<file path="src/rtl/rc5_scan_ctrl.sv">
// Scan-chain validation controller: serial stimulus in, core run with timeout, serial result out.
// Optional stimulus/result parity: define SCAN_PARITY_EN.
`timescale 1ns/1ps
module rc5_scan_ctrl #(
    parameter int IN_W        = 168,
    parameter int OUT_W       = 32,
    parameter int TIMEOUT_CYC = 1024
) (
    input  logic             clk,
    input  logic             rst,
    input  logic             scan_en,
    input  logic             scan_in,
    input  logic             begin_validate,
    output logic             scan_out,
    output logic [IN_W-1:0]  core_in,
    output logic             core_start,
    input  logic             core_done,
    input  logic [OUT_W-1:0] core_out,
    output logic             busy,
    output logic             val_done,
    output logic             parity_err
);
    localparam int CNT_W = $clog2(TIMEOUT_CYC + 1);
`ifdef SCAN_PARITY_EN
    localparam int SI_W = IN_W + 1;
    localparam int SO_W = OUT_W + 2;
`else
    localparam int SI_W = IN_W;
    localparam int SO_W = OUT_W + 1;
`endif
    localparam logic [CNT_W-1:0] CNT_LAST = CNT_W'(TIMEOUT_CYC - 1);

    localparam logic [2:0] S_IDLE  = 3'd0;
    localparam logic [2:0] S_APPLY = 3'd1;
    localparam logic [2:0] S_START = 3'd2;
    localparam logic [2:0] S_WAIT  = 3'd3;
    localparam logic [2:0] S_DONE  = 3'd4;

    logic [2:0]       state_q, state_d;
    logic [SI_W-1:0]  in_sr_q, in_sr_d;
    logic [SO_W-1:0]  out_sr_q, out_sr_d;
    logic [IN_W-1:0]  core_in_q, core_in_d;
    logic [CNT_W-1:0] cnt_q, cnt_d;
    logic             perr_q, perr_d;
    logic [SO_W-1:0]  cap_word;

    // Done strobe wins over the timeout: the flag is simply core_done.
`ifdef SCAN_PARITY_EN
    assign cap_word = {core_out, core_done, ^core_out};
`else
    assign cap_word = {core_out, core_done};
`endif

    always_comb begin
        state_d   = state_q;
        in_sr_d   = in_sr_q;
        out_sr_d  = out_sr_q;
        core_in_d = core_in_q;
        cnt_d     = cnt_q;
        perr_d    = perr_q;
        case (state_q)
            S_IDLE: begin
                if (scan_en) begin
                    in_sr_d = {in_sr_q[SI_W-2:0], scan_in};
                end else if (begin_validate) begin
                    state_d = S_APPLY;
                end
            end
            S_APPLY: begin
`ifdef SCAN_PARITY_EN
                perr_d = 1'b0;
                if (^in_sr_q) begin
                    perr_d   = 1'b1;
                    out_sr_d = {{OUT_W{1'b0}}, 2'b01};
                    state_d  = S_DONE;
                end else begin
                    core_in_d = in_sr_q[IN_W:1];
                    state_d   = S_START;
                end
`else
                core_in_d = in_sr_q;
                state_d   = S_START;
`endif
            end
            S_START: begin
                cnt_d   = '0;
                state_d = S_WAIT;
            end
            S_WAIT: begin
                cnt_d = cnt_q + 1'b1;
                if (core_done || cnt_q == CNT_LAST) begin
                    out_sr_d = cap_word;
                    state_d  = S_DONE;
                end
            end
            S_DONE: begin
                if (scan_en) begin
                    out_sr_d = {out_sr_q[SO_W-2:0], 1'b0};
                end
                if (!begin_validate) begin
                    state_d = S_IDLE;
                end
            end
            default: state_d = S_IDLE;
        endcase
    end

    always_ff @(posedge clk) begin
        if (rst) begin
            state_q   <= S_IDLE;
            in_sr_q   <= '0;
            out_sr_q  <= '0;
            core_in_q <= '0;
            cnt_q     <= '0;
            perr_q    <= 1'b0;
        end else begin
            state_q   <= state_d;
            in_sr_q   <= in_sr_d;
            out_sr_q  <= out_sr_d;
            core_in_q <= core_in_d;
            cnt_q     <= cnt_d;
            perr_q    <= perr_d;
        end
    end

    assign scan_out   = out_sr_q[SO_W-1];
    assign core_in    = core_in_q;
    assign core_start = (state_q == S_START);
    assign busy       = (state_q == S_APPLY) || (state_q == S_START) ||
                        (state_q == S_WAIT);
    assign val_done   = (state_q == S_DONE);
    assign parity_err = perr_q;

endmodule

</file>
<file path="config.mk">
export PLATFORM = sky130hd
export DESIGN_NAME = rc5_scan_ctrl
export DESIGN_NICKNAME = d
export VERILOG_FILES = /design/src/rtl/rc5_scan_ctrl.sv
export SDC_FILE = /design/constraint.sdc
export NUM_CORES = 1
export LEC_CHECK = 0
export ABC_AREA = 1
export BUFFER_PORTS_ARGS = -buffer_cell sky130_fd_sc_hd__buf_2
export CAP_MARGIN = 20
export CORE_UTILIZATION = 45
export CTS_BUF_LIST = sky130_fd_sc_hd__clkbuf_4
export CTS_CLUSTER_SIZE = 28
export DETAILED_ROUTE_END_ITERATION = 6
export PLACE_DENSITY = 0.67
export REMOVE_ABC_BUFFERS = 1
export SLEW_MARGIN = 20
export SYNTH_ARGS = -nofsm -noshare
export SYNTH_HDL_FRONTEND = slang
export SYNTH_SLANG_ARGS = --single-unit
</file>
<file path="constraint.sdc">
create_clock -name clk -period 1.4 [get_ports clk]
set_input_delay 0.28 -clock clk [delete_from_list [all_inputs] [get_ports clk]]
set_output_delay 0.28 -clock clk [all_outputs]
set_load 0.02 [all_outputs]
</file>
==> flow_metrics.env, run 1 <==
export IMPL_path_clk_slew_ns=0.06
export IMPL_startpoint_type="register"
export IMPL_switching_share=0.368
export IMPL_finalWorstSetupSlack_ns=-0.420
export IMPL_count_of_standard_cell_rows=65
export IMPL_outcome="finished with violations"
export IMPL_worst_path_most_repeated_cell="sky130_fd_sc_hd__buf_6"
export IMPL_pre_cts_slack_ns=-0.141
export IMPL_achievable_frequency_mhz=549
export IMPL_timing_critical_path_arrival_ns=1.54
export IMPL_finalSetupViolations=550
export IMPL_max_stage_delay_ns=0.36
export IMPL_power_net_switching_uw=14500
export IMPL_antenna_found_initial=2
export IMPL_floorplan_io_pins=211
export IMPL_num_vias=16800
export IMPL_gr_total_overflow=0
export IMPL_failed_checks="negative setup slack"
export IMPL_crit_buf_inv=3
export IMPL_timing_hold_worst_class="in2reg"
export IMPL_portion_of_total_power_attributed_to_sequential_cells=0.291
export IMPL_cts_htree_levels=3
export IMPL_power_leakage_uw=0.00952
export IMPL_design_core_area_um2=31900
export IMPL_fin_hold_ws_ns=0.131
export IMPL_ys_ff_latch=383
export IMPL_power_combinational_fraction=0.458
export IMPL_synth_async_reset_ratio=0
export IMPL_first_pass_iteration_count_of_the_detailed_router=5
export IMPL_rsz_0062_raised_after_global_routing="yes"
export IMPL_layout_core_utilization=0.793
export IMPL_post_layout_total_power_uw=39600
export IMPL_synthesis_area_per_instance_um2=7.64
export IMPL_cp_cell_sequence="buf_6, buf_12, nor2_4, buf_6"
export IMPL_drv_slew=0
export IMPL_period_share=1.30
export IMPL_vias_per_cell=5.88
export IMPL_crit_path_max_fanout=3
export IMPL_cap_viol_max_count=0
export IMPL_grt_use_total=0.270
export IMPL_synth_seq_area_share=0.520
export IMPL_worstSetupEndpointType="primary output"
export IMPL_postLayoutCellArea_um2=25300
export IMPL_timing_worst_setup_path_type="reg2out"
export IMPL_dieArea_um2=33500
export IMPL_cp_required_ns=1.12
export IMPL_finalWorstPathRequiredPeriod_ns=1.82
export IMPL_die_y_um=183
export IMPL_detail_route_wirelength_um=60600
export IMPL_final_nets=2391
export IMPL_cts_max_path_buffers=3
export IMPL_route_antenna_remaining_nets=0
export IMPL_syn_cell_area_um2=14800
export IMPL_dieWidth_um=183
export IMPL_synthDistinctLibCells=30
export IMPL_drive_above_1_share=0.525
export IMPL_wl_per_cell_um=21.2
export IMPL_grt_pass1_wl_um=74300
export IMPL_grt_pass1_vias=14800
export IMPL_p_clk_frac=0.251
export IMPL_synthesis_yosys_warnings=0
export IMPL_cts_tree="done"
export IMPL_yosys_most_used_dff="sky130_fd_sc_hd__dfxtp_1"
export IMPL_dp_final_hpwl_um=23700
export IMPL_insertion_delay_ns=0.79
export IMPL_grt_start_max_net_pins=77
export IMPL_setup_clock_skew_after_layout_ns=0.102
export IMPL_cts_num_sinks=383
export IMPL_drc=0
export IMPL_netlist_instances=1931
export IMPL_gp_routability_congestion=0.829
export IMPL_drt_iter0_drcs=1630
export IMPL_initial_core_util=0.463
export IMPL_synth_enable_flop_cells=0
export IMPL_layout_area_overhead_vs_synth_pct=71.3
export IMPL_vdd_drop_max_mv=0.875
export IMPL_timing_final_hold_violations=0
export IMPL_cpLargestDelayFamily="buffers and inverters"
export IMPL_power_density_nw_per_um2=1570
export IMPL_clock_tree_root_cell="sky130_fd_sc_hd__clkbuf_4"
export IMPL_cts_made_buffers=99
export IMPL_io_buffer_count=209
export IMPL_placed_cell_area_um2=16700
export IMPL_crit_path_top_delay_cell="sky130_fd_sc_hd__dfxtp_4"
export IMPL_cellInternalPower_uw=25000
## through the flow
| step | std cells | setup TNS, ns |
|---|---|---|
| after global routing | 2850 | -111.41 |
| after detailed placement | 2492 | -17.43 |
| after floorplan | 1754 | -1426.35 |
| final | 2851 | -88.77 |
| after global placement | 2492 | -6.81 |
| after CTS | 2782 | -60.81 |
## power groups by stage
stage	clock network [uW]	registers, uW	logic, uW
floorplan	0	11800	4240
global placement	0	11700	7360
detailed placement	0	11700	7380
CTS	9760	11500	12100
global route	10700	11500	18500
finish	9940	11500	18100
## final cells by class
cell class	count	area, um2
clock inverters	27	198
diodes	2	5.00
well taps	435	544
clock buffers	136	1020
multi-input cells	1330	8750
fillers	1786	6620
repair buffers	489	6650
flip-flops and latches	383	7910
inverters	49	189
## cells in the mapped netlist (7+ instances only)
| cell | number | share of area |
|---|---|---|
| sky130_fd_sc_hd__buf_6 | 7 | 0.0053 |
| sky130_fd_sc_hd__inv_1 | 45 | 0.011 |
| sky130_fd_sc_hd__buf_4 | 8 | 0.0041 |
| sky130_fd_sc_hd__a21oi_1 | 378 | 0.13 |
| sky130_fd_sc_hd__buf_2 | 75 | 0.025 |
| sky130_fd_sc_hd__dfxtp_1 | 383 | 0.52 |
| sky130_fd_sc_hd__buf_1 | 7 | 0.0018 |
| sky130_fd_sc_hd__nand3_1 | 408 | 0.14 |
| sky130_fd_sc_hd__o21ai_0 | 10 | 0.0034 |
| sky130_fd_sc_hd__nand2_1 | 461 | 0.12 |
| sky130_fd_sc_hd__nor2_1 | 46 | 0.012 |
| sky130_fd_sc_hd__clkbuf_1 | 80 | 0.020 |
## timing repair
action                     4_1_cts  5_1_grt
hold endpoints to repair        53        0
pin swaps                       50      153
hold buffers                    36        0
gates resized for setup        728      550
gates cloned                    38       57
buffers inserted                56       19
setup endpoints to repair      380      553
## flip-flops by register name (all words and copies together) (netlist names)
register,flops
cnt_q,11
core_in,168
in_sr_q,168
out_sr_q,33
state_q,3
## worst register-to-register path: stages (launching register included)
cell	delay [ns]
sky130_fd_sc_hd__dfxtp_4	0.35
sky130_fd_sc_hd__buf_6	0.12
sky130_fd_sc_hd__buf_6	0.12
sky130_fd_sc_hd__buf_6	0.11
sky130_fd_sc_hd__nor2_4	0.17
sky130_fd_sc_hd__buf_12	0.20
sky130_fd_sc_hd__buf_8	0.14
sky130_fd_sc_hd__nand2_8	0.07
sky130_fd_sc_hd__clkbuf_16	0.17
sky130_fd_sc_hd__nand2_1	0.11
sky130_fd_sc_hd__a21oi_1	0.09
## per-layer routing
metal,vias to the layer above,share of wire,global-route usage
met5,-,0,0
met4,0,0.051,0.0970
met3,285,0.087,0.0562
met2,970,0.48,0.463
met1,8096,0.38,0.335
li1,7425,-,-
## cell families after synthesis
| group | Yosys count | synth area share |
|---|---|---|
| XOR/XNOR | 1 | 0.000594 |
| other | 1 | 0.000254 |
| buffers and inverters | 226 | 0.0696 |
| adder cells (fa/ha/maj) | 1 | 0.000848 |
| AO/OA/AOI/OAI | 391 | 0.133 |
| AND/OR/NAND/NOR | 928 | 0.276 |
| flip-flops | 383 | 0.520 |
## final timing paths
| path | endpoint | slack (ns) | depth (start not counted) | startpoint |
|---|---|---|---|---|
| worst max-delay path | busy | -0.42 | 4 | state_q[2] |
| worst min-delay path | in_sr_q[84] | 0.13 | 4 | scan_en |
| worst max register to register | core_in[29] | -0.30 | 10 | state_q[1] |
| worst min register to register | core_in[141] | 0.45 | 2 | in_sr_q[141] |
## layout by cell type, fill, tap and decap left out, types with 35 or more instances in the layout
master and instances:
sky130_fd_sc_hd__nor2_1 40, sky130_fd_sc_hd__buf_2 35, sky130_fd_sc_hd__nand3_1 286, sky130_fd_sc_hd__dlygate4sd3_1 36, sky130_fd_sc_hd__a21oi_1 201, sky130_fd_sc_hd__nand3_2 99
sky130_fd_sc_hd__nand2_4 118, sky130_fd_sc_hd__nand2_1 295, sky130_fd_sc_hd__nand2_2 50, sky130_fd_sc_hd__dfxtp_1 209, sky130_fd_sc_hd__buf_6 196, sky130_fd_sc_hd__buf_16 35
sky130_fd_sc_hd__clkbuf_16 40, sky130_fd_sc_hd__a21oi_2 177, sky130_fd_sc_hd__inv_1 44, sky130_fd_sc_hd__dfxtp_2 164, sky130_fd_sc_hd__buf_12 53, sky130_fd_sc_hd__clkbuf_4 136
sky130_fd_sc_hd__buf_4 73
(Power assumes the default switching activity.)
==> inputs of run 2 (changes only) <==
Settings changed: CORE_MARGIN from default to 4, GPL_ROUTABILITY_DRIVEN from default to 0, PLACE_DENSITY 0.67 to 0.64.
Clock period 1.4 ns to 1.7 ns, I/O delays scaled along.
==> run 2 against run 1 <==
Compared with the run above: the run still ends with negative setup slack left; wire length down 32%; via count is 16% lower; global-route usage shrank 5.8 points; count of clock-buffer cells in the layout is 7 higher; die area is 6.7% higher; total power decreased by 39%; first-iteration DRC count is 40% lower.
==> flow_metrics.env, run 2 (synthesis gave the netlist of run 1 again) <==
export IMPL_clock_tree_root_cell="sky130_fd_sc_hd__clkbuf_4"
export IMPL_timing_hold_worst_class="in2reg"
export IMPL_crit_path_top_delay_cell="sky130_fd_sc_hd__dfxtp_4"
export IMPL_count_of_standard_cell_rows=66
export IMPL_wl_per_cell_um=15.4
export IMPL_crit_path_max_fanout=3
export IMPL_gr_max_usage_layer="met2"
export IMPL_cts_max_path_buffers=3
export IMPL_dp_final_hpwl_um=22700
export IMPL_outcome="finished with violations"
export IMPL_first_pass_iteration_count_of_the_detailed_router=5
export IMPL_vdd_drop_max_mv=0.831
export IMPL_drive_above_1_share=0.215
export IMPL_layout_core_utilization=0.568
export IMPL_cts_tree="done"
export IMPL_timing_worst_setup_path_type="reg2out"
export IMPL_floorplan_io_pins=211
export IMPL_max_stage_delay_ns=0.35
export IMPL_cp_cell_sequence="nor2_4, buf_12, nor2_4, buf_6"
export IMPL_grt_pass1_wl_um=65200
export IMPL_antenna_found_initial=2
export IMPL_final_nets=2217
export IMPL_grt_pass1_vias=13200
export IMPL_crit_buf_inv=2
export IMPL_postLayoutCellArea_um2=18400
export IMPL_route_antenna_remaining_nets=0
export IMPL_final_instance_count_without_filler_cells=2689
export IMPL_layout_cells_most_common_list="sky130_fd_sc_hd__nand2_1, sky130_fd_sc_hd__nand3_1, sky130_fd_sc_hd__a21oi_1, sky130_fd_sc_hd__dfxtp_1, sky130_fd_sc_hd__buf_2"
export IMPL_gr_total_overflow=0
export IMPL_timing_critical_path_arrival_ns=1.54
export IMPL_achievable_frequency_mhz=531
export IMPL_grt_start_max_net_pins=106
export IMPL_placedCellCount=2450
export IMPL_placed_cell_area_um2=16200
export IMPL_failed_checks="negative setup slack"
export IMPL_vias_per_cell=5.23
export IMPL_die_y_um=189
export IMPL_detail_route_wirelength_um=41500
export IMPL_rsz_0062_raised_after_global_routing="yes"
export IMPL_finalSetupViolations=3
export IMPL_cpLargestDelayFamily="flip-flops"
export IMPL_dieWidth_um=189
export IMPL_worstSetupEndpointType="primary output"
export IMPL_startpoint_type="register"
export IMPL_design_core_area_um2=32500
export IMPL_final_common_cell="sky130_fd_sc_hd__nand2_1"
export IMPL_grt_use_total=0.213
export IMPL_drc=0
export IMPL_finalWorstPathRequiredPeriod_ns=1.88
export IMPL_insertion_delay_ns=0.75
export IMPL_cts_num_sinks=383
export IMPL_groute_layer_met3_usage=0.0525
export IMPL_cts_htree_levels=3
export IMPL_dieArea_um2=35700
export IMPL_post_layout_total_power_uw=24300
export IMPL_grt_util_met1=0.289
export IMPL_period_share=1.11
export IMPL_setup_clock_skew_after_layout_ns=0.0288
export IMPL_power_leakage_uw=0.00715
export IMPL_cp_required_ns=1.36
export IMPL_groute_layer_met2_usage=0.335
export IMPL_drt_iter0_drcs=971
export IMPL_cap_viol_max_count=0
export IMPL_initial_core_util=0.455
export IMPL_timing_final_hold_violations=0
export IMPL_power_density_nw_per_um2=1320
export IMPL_layout_area_overhead_vs_synth_pct=25.0
export IMPL_path_clk_slew_ns=0.07
export IMPL_worst_path_most_repeated_cell="sky130_fd_sc_hd__nor2_4"
export IMPL_finalWorstSetupSlack_ns=-0.183
export IMPL_drv_slew=0
export IMPL_num_vias=14100
export IMPL_io_buffer_count=209
export IMPL_cts_made_buffers=98
-- run 2: cell count changes in the layout (fill, tap and decap cells not counted), sizes merged --
cell,before,now
diode,2,3
dlygate4sd3,36,34
clkinvlp,0,3
clkinv,22,20
inv,51,48
buf,412,280
nand2,473,466
clkbuf,176,151
bufinv,3,1
-- run 2: where the power goes --
group	total, uW	internal (uW)	switching, uW	leakage, uW
Clock	7640	3980	3660	0.000713
Sequential	9440	9270	170	0.00310
Combinational	7210	2720	4490	0.00334
Total	24300	16000	8320	0.00715
-- run 2: worst min-delay path, stage by stage --
cell and delay [ns]:
sky130_fd_sc_hd__buf_2 0.08, sky130_fd_sc_hd__nand2_1 0.05, sky130_fd_sc_hd__nand2_1 0.06, sky130_fd_sc_hd__inv_1 0.04, sky130_fd_sc_hd__nand3_1 0.06, sky130_fd_sc_hd__nand2_1 0.04, sky130_fd_sc_hd__nor2_1 0.08
-- run 2: metrics by stage --
step / worst slack (ns) / hold slack, ns / setup TNS, ns
floorplan: -4.33 / 0.409 / -1310.88
global placement: 0.0943 / 0.447 / 0
detailed placement: 0.0844 / 0.449 / 0
CTS: -0.255 / 0.00476 / -0.752
global route: -0.267 / 0.0468 / -0.962
finish: -0.183 / 0.0776 / -0.469
-- run 2: final timing paths --
check / startpoint / end / slack (ns) / cells past startpoint
hold reg to reg: core_in[75] / core_in[75] / 0.46 / 2
setup / recovery: state_q[1] / busy / -0.18 / 4
setup reg to reg: state_q[1] / in_sr_q[49] / 0.02 / 9
hold / removal: core_out[22] / out_sr_q[23] / 0.08 / 7
-- run 2: layout make-up --
type / instances / area [um2]
Sequential cell: 383 / 7690
Antenna cell: 3 / 7.51
Inverter: 49 / 193
Multi-Input combinational cell: 1323 / 6140
Clock buffer: 143 / 1070
Fill cell: 3064 / 14000
Tap cell: 442 / 553
Clock inverter: 23 / 124
Timing Repair Buffer: 323 / 2650
-- run 2: timing repair --
item | 4_1_cts | 5_1_grt
hold buffers | 34 | 0
endpoints found under the hold margin | 62 | 0
pin swaps | 3 | 4
endpoints found under the setup margin | 22 | 221
setup buffers | 10 | 15
gates resized for setup | 49 | 28
gates cloned | 1 | 10
-- run 2: per-layer routing --
layer	part of all wire	up-vias
met5	0	-
met4	0.017	0
met3	0.065	59
met2	0.47	429
met1	0.45	6543
li1	-	7037
